<file path="src/rtl/pulse_conditioner.sv">
// pulse_conditioner: per-channel input conditioning ahead of the correlator core.
// Each channel synchronises an asynchronous active-low pulse input and detects a
// selectable event (falling, rising, both edges or level). A holdoff dead-time
// rejects events that arrive too soon after an accepted one. The result is then
// delayed by a programmable number of clocks so the array can be skew-aligned.
//
// Ports:
//   clk          system clock, rising edge
//   rst          synchronous active-high reset
//   pulse_in     raw asynchronous inputs, active-low (idle high)
//   cfg_we       one-cycle configuration write strobe
//   cfg_channel  channel addressed by the write
//   cfg_mode     00 falling, 01 rising, 10 both edges, 11 level
//   cfg_delay    output delay in clocks (clamped to MAX_DELAY-1)
//   cfg_holdoff  dead-time in clocks after an accepted event
//   cfg_err      one-cycle flag: write addressed a nonexistent channel
//   pulse_out    conditioned events, active-high, registered
//   suppressed   one-cycle flag: event rejected by holdoff (undelayed)
module pulse_conditioner #(
   parameter int unsigned NUM_INPUTS   = 12,
   parameter int unsigned SYNC_STAGES  = 2,
   parameter int unsigned MAX_DELAY    = 16,
   parameter int unsigned DELAY_BITS   = 4,
   parameter int unsigned HOLDOFF_BITS = 4,
   parameter int unsigned CHAN_BITS    = 4
) (
   input  logic                    clk,
   input  logic                    rst,
   input  logic [NUM_INPUTS-1:0]   pulse_in,
   input  logic                    cfg_we,
   input  logic [CHAN_BITS-1:0]    cfg_channel,
   input  logic [1:0]              cfg_mode,
   input  logic [DELAY_BITS-1:0]   cfg_delay,
   input  logic [HOLDOFF_BITS-1:0] cfg_holdoff,
   output logic                    cfg_err,
   output logic [NUM_INPUTS-1:0]   pulse_out,
   output logic [NUM_INPUTS-1:0]   suppressed
);

   localparam int unsigned GUARD_INIT = SYNC_STAGES + 1;
   localparam int unsigned GUARD_BITS = $clog2(SYNC_STAGES + 2);

   localparam logic [1:0] MODE_FALL  = 2'b00;
   localparam logic [1:0] MODE_RISE  = 2'b01;
   localparam logic [1:0] MODE_BOTH  = 2'b10;
   localparam logic [1:0] MODE_LEVEL = 2'b11;

   logic [SYNC_STAGES-1:0]  sync_q    [NUM_INPUTS];
   logic [SYNC_STAGES-1:0]  sync_d    [NUM_INPUTS];
   logic [1:0]              mode_q    [NUM_INPUTS];
   logic [1:0]              mode_d    [NUM_INPUTS];
   logic [DELAY_BITS-1:0]   delay_q   [NUM_INPUTS];
   logic [DELAY_BITS-1:0]   delay_d   [NUM_INPUTS];
   logic [HOLDOFF_BITS-1:0] holdoff_q [NUM_INPUTS];
   logic [HOLDOFF_BITS-1:0] holdoff_d [NUM_INPUTS];
   logic [HOLDOFF_BITS-1:0] hcnt_q    [NUM_INPUTS];
   logic [HOLDOFF_BITS-1:0] hcnt_d    [NUM_INPUTS];
   logic [MAX_DELAY-1:0]    dline_q   [NUM_INPUTS];
   logic [MAX_DELAY-1:0]    dline_d   [NUM_INPUTS];

   logic [NUM_INPUTS-1:0]   prev_q, prev_d;
   logic [NUM_INPUTS-1:0]   supp_stage_q, supp_stage_d;
   logic [NUM_INPUTS-1:0]   suppressed_q, suppressed_d;
   logic [NUM_INPUTS-1:0]   pulse_out_q, pulse_out_d;
   logic                    cfg_err_q, cfg_err_d;
   logic [GUARD_BITS-1:0]   guard_q, guard_d;

   logic [NUM_INPUTS-1:0]   evt_c, accept_c, supp_c;
   logic                    cfg_valid_c;
   logic [DELAY_BITS-1:0]   cfg_delay_clamped;

   // Clamp only exists when the setting width can express out-of-range delays.
   if (MAX_DELAY < (1 << DELAY_BITS)) begin : g_clamp
      assign cfg_delay_clamped = (cfg_delay >= DELAY_BITS'(MAX_DELAY)) ?
                                 DELAY_BITS'(MAX_DELAY - 1) : cfg_delay;
   end else begin : g_noclamp
      assign cfg_delay_clamped = cfg_delay;
   end

   assign cfg_valid_c = cfg_we && (cfg_channel < CHAN_BITS'(NUM_INPUTS));

   // Event detection and holdoff gating; blanked until the pipeline has flushed its reset value.
   always_comb begin
      evt_c    = '0;
      accept_c = '0;
      supp_c   = '0;
      for (int unsigned i = 0; i < NUM_INPUTS; i++) begin
         case (mode_q[i])
            MODE_FALL: evt_c[i] =  prev_q[i] & ~sync_q[i][SYNC_STAGES-1];
            MODE_RISE: evt_c[i] = ~prev_q[i] &  sync_q[i][SYNC_STAGES-1];
            MODE_BOTH: evt_c[i] =  prev_q[i] ^  sync_q[i][SYNC_STAGES-1];
            default:   evt_c[i] = ~sync_q[i][SYNC_STAGES-1];
         endcase
         evt_c[i] = evt_c[i] & (guard_q == '0);
         if (mode_q[i] == MODE_LEVEL) begin
            accept_c[i] = evt_c[i];
         end else if (evt_c[i]) begin
            if (hcnt_q[i] == '0) begin
               accept_c[i] = 1'b1;
            end else begin
               supp_c[i] = 1'b1;
            end
         end
      end
   end

   // Next-state logic; a config write clears the addressed channel's delay line and holdoff.
   always_comb begin
      guard_d      = (guard_q != '0) ? guard_q - GUARD_BITS'(1) : guard_q;
      cfg_err_d    = cfg_we & ~cfg_valid_c;
      prev_d       = '0;
      pulse_out_d  = '0;
      supp_stage_d = supp_c;
      suppressed_d = supp_stage_q;
      for (int unsigned i = 0; i < NUM_INPUTS; i++) begin
         sync_d[i]    = {sync_q[i][SYNC_STAGES-2:0], pulse_in[i]};
         prev_d[i]    = sync_q[i][SYNC_STAGES-1];
         mode_d[i]    = mode_q[i];
         delay_d[i]   = delay_q[i];
         holdoff_d[i] = holdoff_q[i];
         hcnt_d[i]    = (hcnt_q[i] != '0) ? hcnt_q[i] - HOLDOFF_BITS'(1) : hcnt_q[i];
         if (accept_c[i] && (mode_q[i] != MODE_LEVEL)) begin
            hcnt_d[i] = holdoff_q[i];
         end
         dline_d[i]     = {dline_q[i][MAX_DELAY-2:0], accept_c[i]};
         pulse_out_d[i] = dline_q[i][delay_q[i]];
         if (cfg_valid_c && (cfg_channel == CHAN_BITS'(i))) begin
            mode_d[i]    = cfg_mode;
            delay_d[i]   = cfg_delay_clamped;
            holdoff_d[i] = cfg_holdoff;
            hcnt_d[i]    = '0;
            dline_d[i]   = '0;
         end
      end
   end

   // State registers; reset restores the legacy falling-edge configuration.
   always_ff @(posedge clk) begin
      if (rst) begin
         for (int unsigned i = 0; i < NUM_INPUTS; i++) begin
            sync_q[i]    <= '1;
            mode_q[i]    <= MODE_FALL;
            delay_q[i]   <= '0;
            holdoff_q[i] <= '0;
            hcnt_q[i]    <= '0;
            dline_q[i]   <= '0;
         end
         prev_q       <= '1;
         supp_stage_q <= '0;
         suppressed_q <= '0;
         pulse_out_q  <= '0;
         cfg_err_q    <= 1'b0;
         guard_q      <= GUARD_BITS'(GUARD_INIT);
      end else begin
         for (int unsigned i = 0; i < NUM_INPUTS; i++) begin
            sync_q[i]    <= sync_d[i];
            mode_q[i]    <= mode_d[i];
            delay_q[i]   <= delay_d[i];
            holdoff_q[i] <= holdoff_d[i];
            hcnt_q[i]    <= hcnt_d[i];
            dline_q[i]   <= dline_d[i];
         end
         prev_q       <= prev_d;
         supp_stage_q <= supp_stage_d;
         suppressed_q <= suppressed_d;
         pulse_out_q  <= pulse_out_d;
         cfg_err_q    <= cfg_err_d;
         guard_q      <= guard_d;
      end
   end

   assign pulse_out  = pulse_out_q;
   assign suppressed = suppressed_q;
   assign cfg_err    = cfg_err_q;

endmodule

</file>
<file path="config.mk">
export PLATFORM = sky130hd
export DESIGN_NAME = pulse_conditioner
export DESIGN_NICKNAME = d
export VERILOG_FILES = /design/src/rtl/pulse_conditioner.sv
export SDC_FILE = /design/constraint.sdc
export NUM_CORES = 1
export LEC_CHECK = 0
export CORE_MARGIN = 5
export CORE_UTILIZATION = 40
export DETAILED_ROUTE_END_ITERATION = 8
export GPL_TIMING_DRIVEN = 0
export SYNTH_ARGS = -nofsm -noshare
export SYNTH_HDL_FRONTEND = slang
export SYNTH_SLANG_ARGS = --single-unit
export TNS_END_PERCENT = 1
</file>
<file path="constraint.sdc">
create_clock -name clk -period 5.31 [get_ports clk]
set_input_delay 1.593 -clock clk [delete_from_list [all_inputs] [get_ports clk]]
set_output_delay 1.593 -clock clk [all_outputs]
set_load 0.005 [all_outputs]
</file>
==> results.cfg <==
[logic_synthesis]
synth_fp_nets = 1696
synth_edf_count = 0
ys_warn_count = 0
seq_area_frac_synth = 0.516
synthFlopType = dfxtp_1
synth_cell_type_count = 37
async_flop_share = 0
synth_top_area_frac = 0.516
synth_area_um2 = 16900
synthTopCellsByArea = dfxtp_1 (52%), and2_1 (6.8%), mux4_2 (5.2%)
synth_seq_cells = 435
avgSynthCellArea_um2 = 10.4
yosysTopAreaCell = dfxtp_1
synthTopCellsByCount = dfxtp_1 (435), and2_1 (183), nor2_1 (131)
synth.most_common_cell = dfxtp_1
synthCells = 1618

[critical_path]
timing.rr.end = supp_stage_q[5]
worstPathArrival_ns = 3.67
crit_family = simple AND/OR/NAND/NOR gates
critPathLaunchType = primary input
ff2ff_setup_slack_ns = 2.96
cp_cell_sequence = clkdlybuf4s50_1 -> nor3b_2 -> nand2b_1 -> and2b_1 -> clkbuf_1 -> and2_1
worstPathMaxFanout = 10
regToRegStartpoint = guard_q[0]
path_class = primary input to flip-flop
end_kind = flip-flop
cp_slowest_stage_delay_ns = 0.57
required_ns = 5.77
worst-path-buf-inv = 2
critPathSlowestCell = clkdlybuf4s50_1
r2r_cells = 6

[grt]
antenna_found_initial = 1
grt_overflow_total = 0
grt_pass1_vias = 11508
grt_max_degree = 15
grt_usage = 0.169
grt_first_pass_wirelength_mm = 62.9

[timing]
rsz0062_at_grt = no
finalCritPeriodShare = 0.604
hold_violations = 0
clock_skew_ns = 0.0122
period_minus_slack_ns = 3.21
max_slew_margin = 0.129
tightestPinTransition_ns = 1.31
worst_slack_ns = 2.10
drv_slew = 0
fmax_mhz = 312
hold_ws_ns = 0.403
tns_ns = 0
setup_viol = 0

[outcome]
status = finished, final reports clean

[worst_hold_path]
hold_path.class = flip-flop to flip-flop
hold_path_end = sync_q[1][3]
hold_path_depth = 1
holdCritStartpoint = sync_q[1][2]

[floorplan]
pin_count = 54
die-area_um2 = 46400
die_y_um = 215
start_util = 0.403
rows = 75
coreArea_um2 = 41900
dieWidth_um = 215

[layout]
fin_area_um2 = 19700
fill_cells = 3878
multiInputGateArea_um2 = 7600
fin_nets = 1797
drive_gt1_frac = 0.107
area_growth_syn_to_layout_pct = 16.7
seq_area_um2 = 8710
fin_util = 0.471
stdcell_count = 2293

[clocking]
clk_pin_slew_ns = 0.06
cts-resized-gates = 0
clockBufferDepth = 3
postCtsSetupBuffers = 0
cts_max_level = 2
cts_tree = done
ctsHoldBuffers = 0
clock_sinks = 435
clock_latency_ns = 0.57
cts_buffers = 47
cts_root_buf = clkbuf_16

[power]
comb_power_share = 0.178
power.density_nw_per_um2 = 433
seq_power_share = 0.420
switching_share = 0.271
p_sw_mw = 2.31
intPower_mw = 6.22
p_leak_nw = 7.99
vdd_drop_max_mv = 0.195
power_frac_clock = 0.402
finalPower_mw = 8.53

[drt]
vias = 11543
wl_per_cell_um = 17.2
wl_mm = 39.3
wl_met2_mm = 17.9
drtIter0Drc = 712
via_per_inst = 5.03
firstDrtPassIters = 4
wl_met1_mm = 18.5
ant_nets = 0
remaining_drc_errors = 0
met3WireLength_mm = 1.96
top_layer_used = met4

[placement]
gp_congestion = 0.855
place_inst = 2209
place_ws_ns = 1.54
portBuffers = 52
placed_cell_area_um2 = 18100
dp.final_hpwl_mm = 26.7

[run]
maxCapViolations = 0
## layer usage
metal	track usage	vias to the layer above
li1	-	5701
met1	0.233	5563
met2	0.272	215
met3	0.0325	64
met4	0.0501	0
met5	0	-
## worst reg2reg max path, cell delays in order, from the launching register on
cell	delay, ns
dfxtp_1	0.34
inv_1	0.05
ha_1	0.20
clkbuf_1	0.40
nand2b_1	0.19
clkbuf_1	0.82
nor3_1	0.17
## flip-flops by register name, summed over array words and instances (netlist names)
name and count:
cfg_err 1, sync_q 24, prev_q 12, guard_q 2
mode_q 24, delay_q 48, hcnt_q 48, pulse_out 12
supp_stage_q 12, dline_q 192, suppressed 12, holdoff_q 48
## cells by family (layout without fill, tap and decap cells)
kind of cell | count (synthesis) | in the layout | synth area share
buf+inv | 137 | 272 | 0.0339
compound gates | 216 | 216 | 0.0748
fa+ha+maj | 49 | 49 | 0.0363
xor+xnor | 25 | 25 | 0.0130
simple gates | 613 | 613 | 0.192
flops | 435 | 435 | 0.516
other cells | 0 | 1 | 0
mux | 143 | 143 | 0.135
## power groups by stage
stage               Sequential (mW)  Combinational [mW]  Clock [mW]
floorplan                      3.62                1.20           0
global placement               3.64                1.47           0
detailed placement             3.65                1.50           0
CTS                            3.58                1.51        3.51
global route                   3.61                1.73        3.66
finish                         3.59                1.52        3.43
## final cells by class
cell class | instances | area share
well taps | 539 | 0.0342
clock buffers | 66 | 0.0690
plain buffers | 85 | 0.0192
multi-input cells | 1046 | 0.386
flip-flops and latches | 435 | 0.442
diodes | 1 | 0.000127
clock inverters | 17 | 0.0135
repair buffers | 52 | 0.0264
inverters | 52 | 0.00990
## cell usage in the layout (no fill, tap or decap), types with 16 or more instances in the layout
cell             synthesis  final
dfxtp_1                435    435
and2_1                 183    183
nor2_1                 131    131
a21oi_1                111    111
nand2_1                107    107
clkbuf_1                68     78
mux2i_1                 71     71
inv_1                   52     52
clkdlybuf4s50_1          0     52
ha_1                    49     49
clkbuf_16                0     49
or2_2                   43     43
o21ai_0                 40     40
mux4_2                  39     39
nand3_1                 31     31
nor3_1                  27     27
a31oi_1                 25     25
nor2b_1                 24     24
xnor2_1                 24     24
mux4_1                  21     21
o211a_1                 16     16
## how the worst max path moves through the flow
stage | from | to | cells after the start
global placement | cfg_we | dline_q[2][8] | 6
detailed placement | cfg_we | dline_q[2][14] | 6
floorplan | cfg_channel[2] | dline_q[2][10] | 6
global route | cfg_channel[3] | dline_q[1][32] | 7
CTS | cfg_we | dline_q[2][7] | 6
finish | cfg_we | dline_q[2][7] | 6
(Power assumes the default switching activity.)
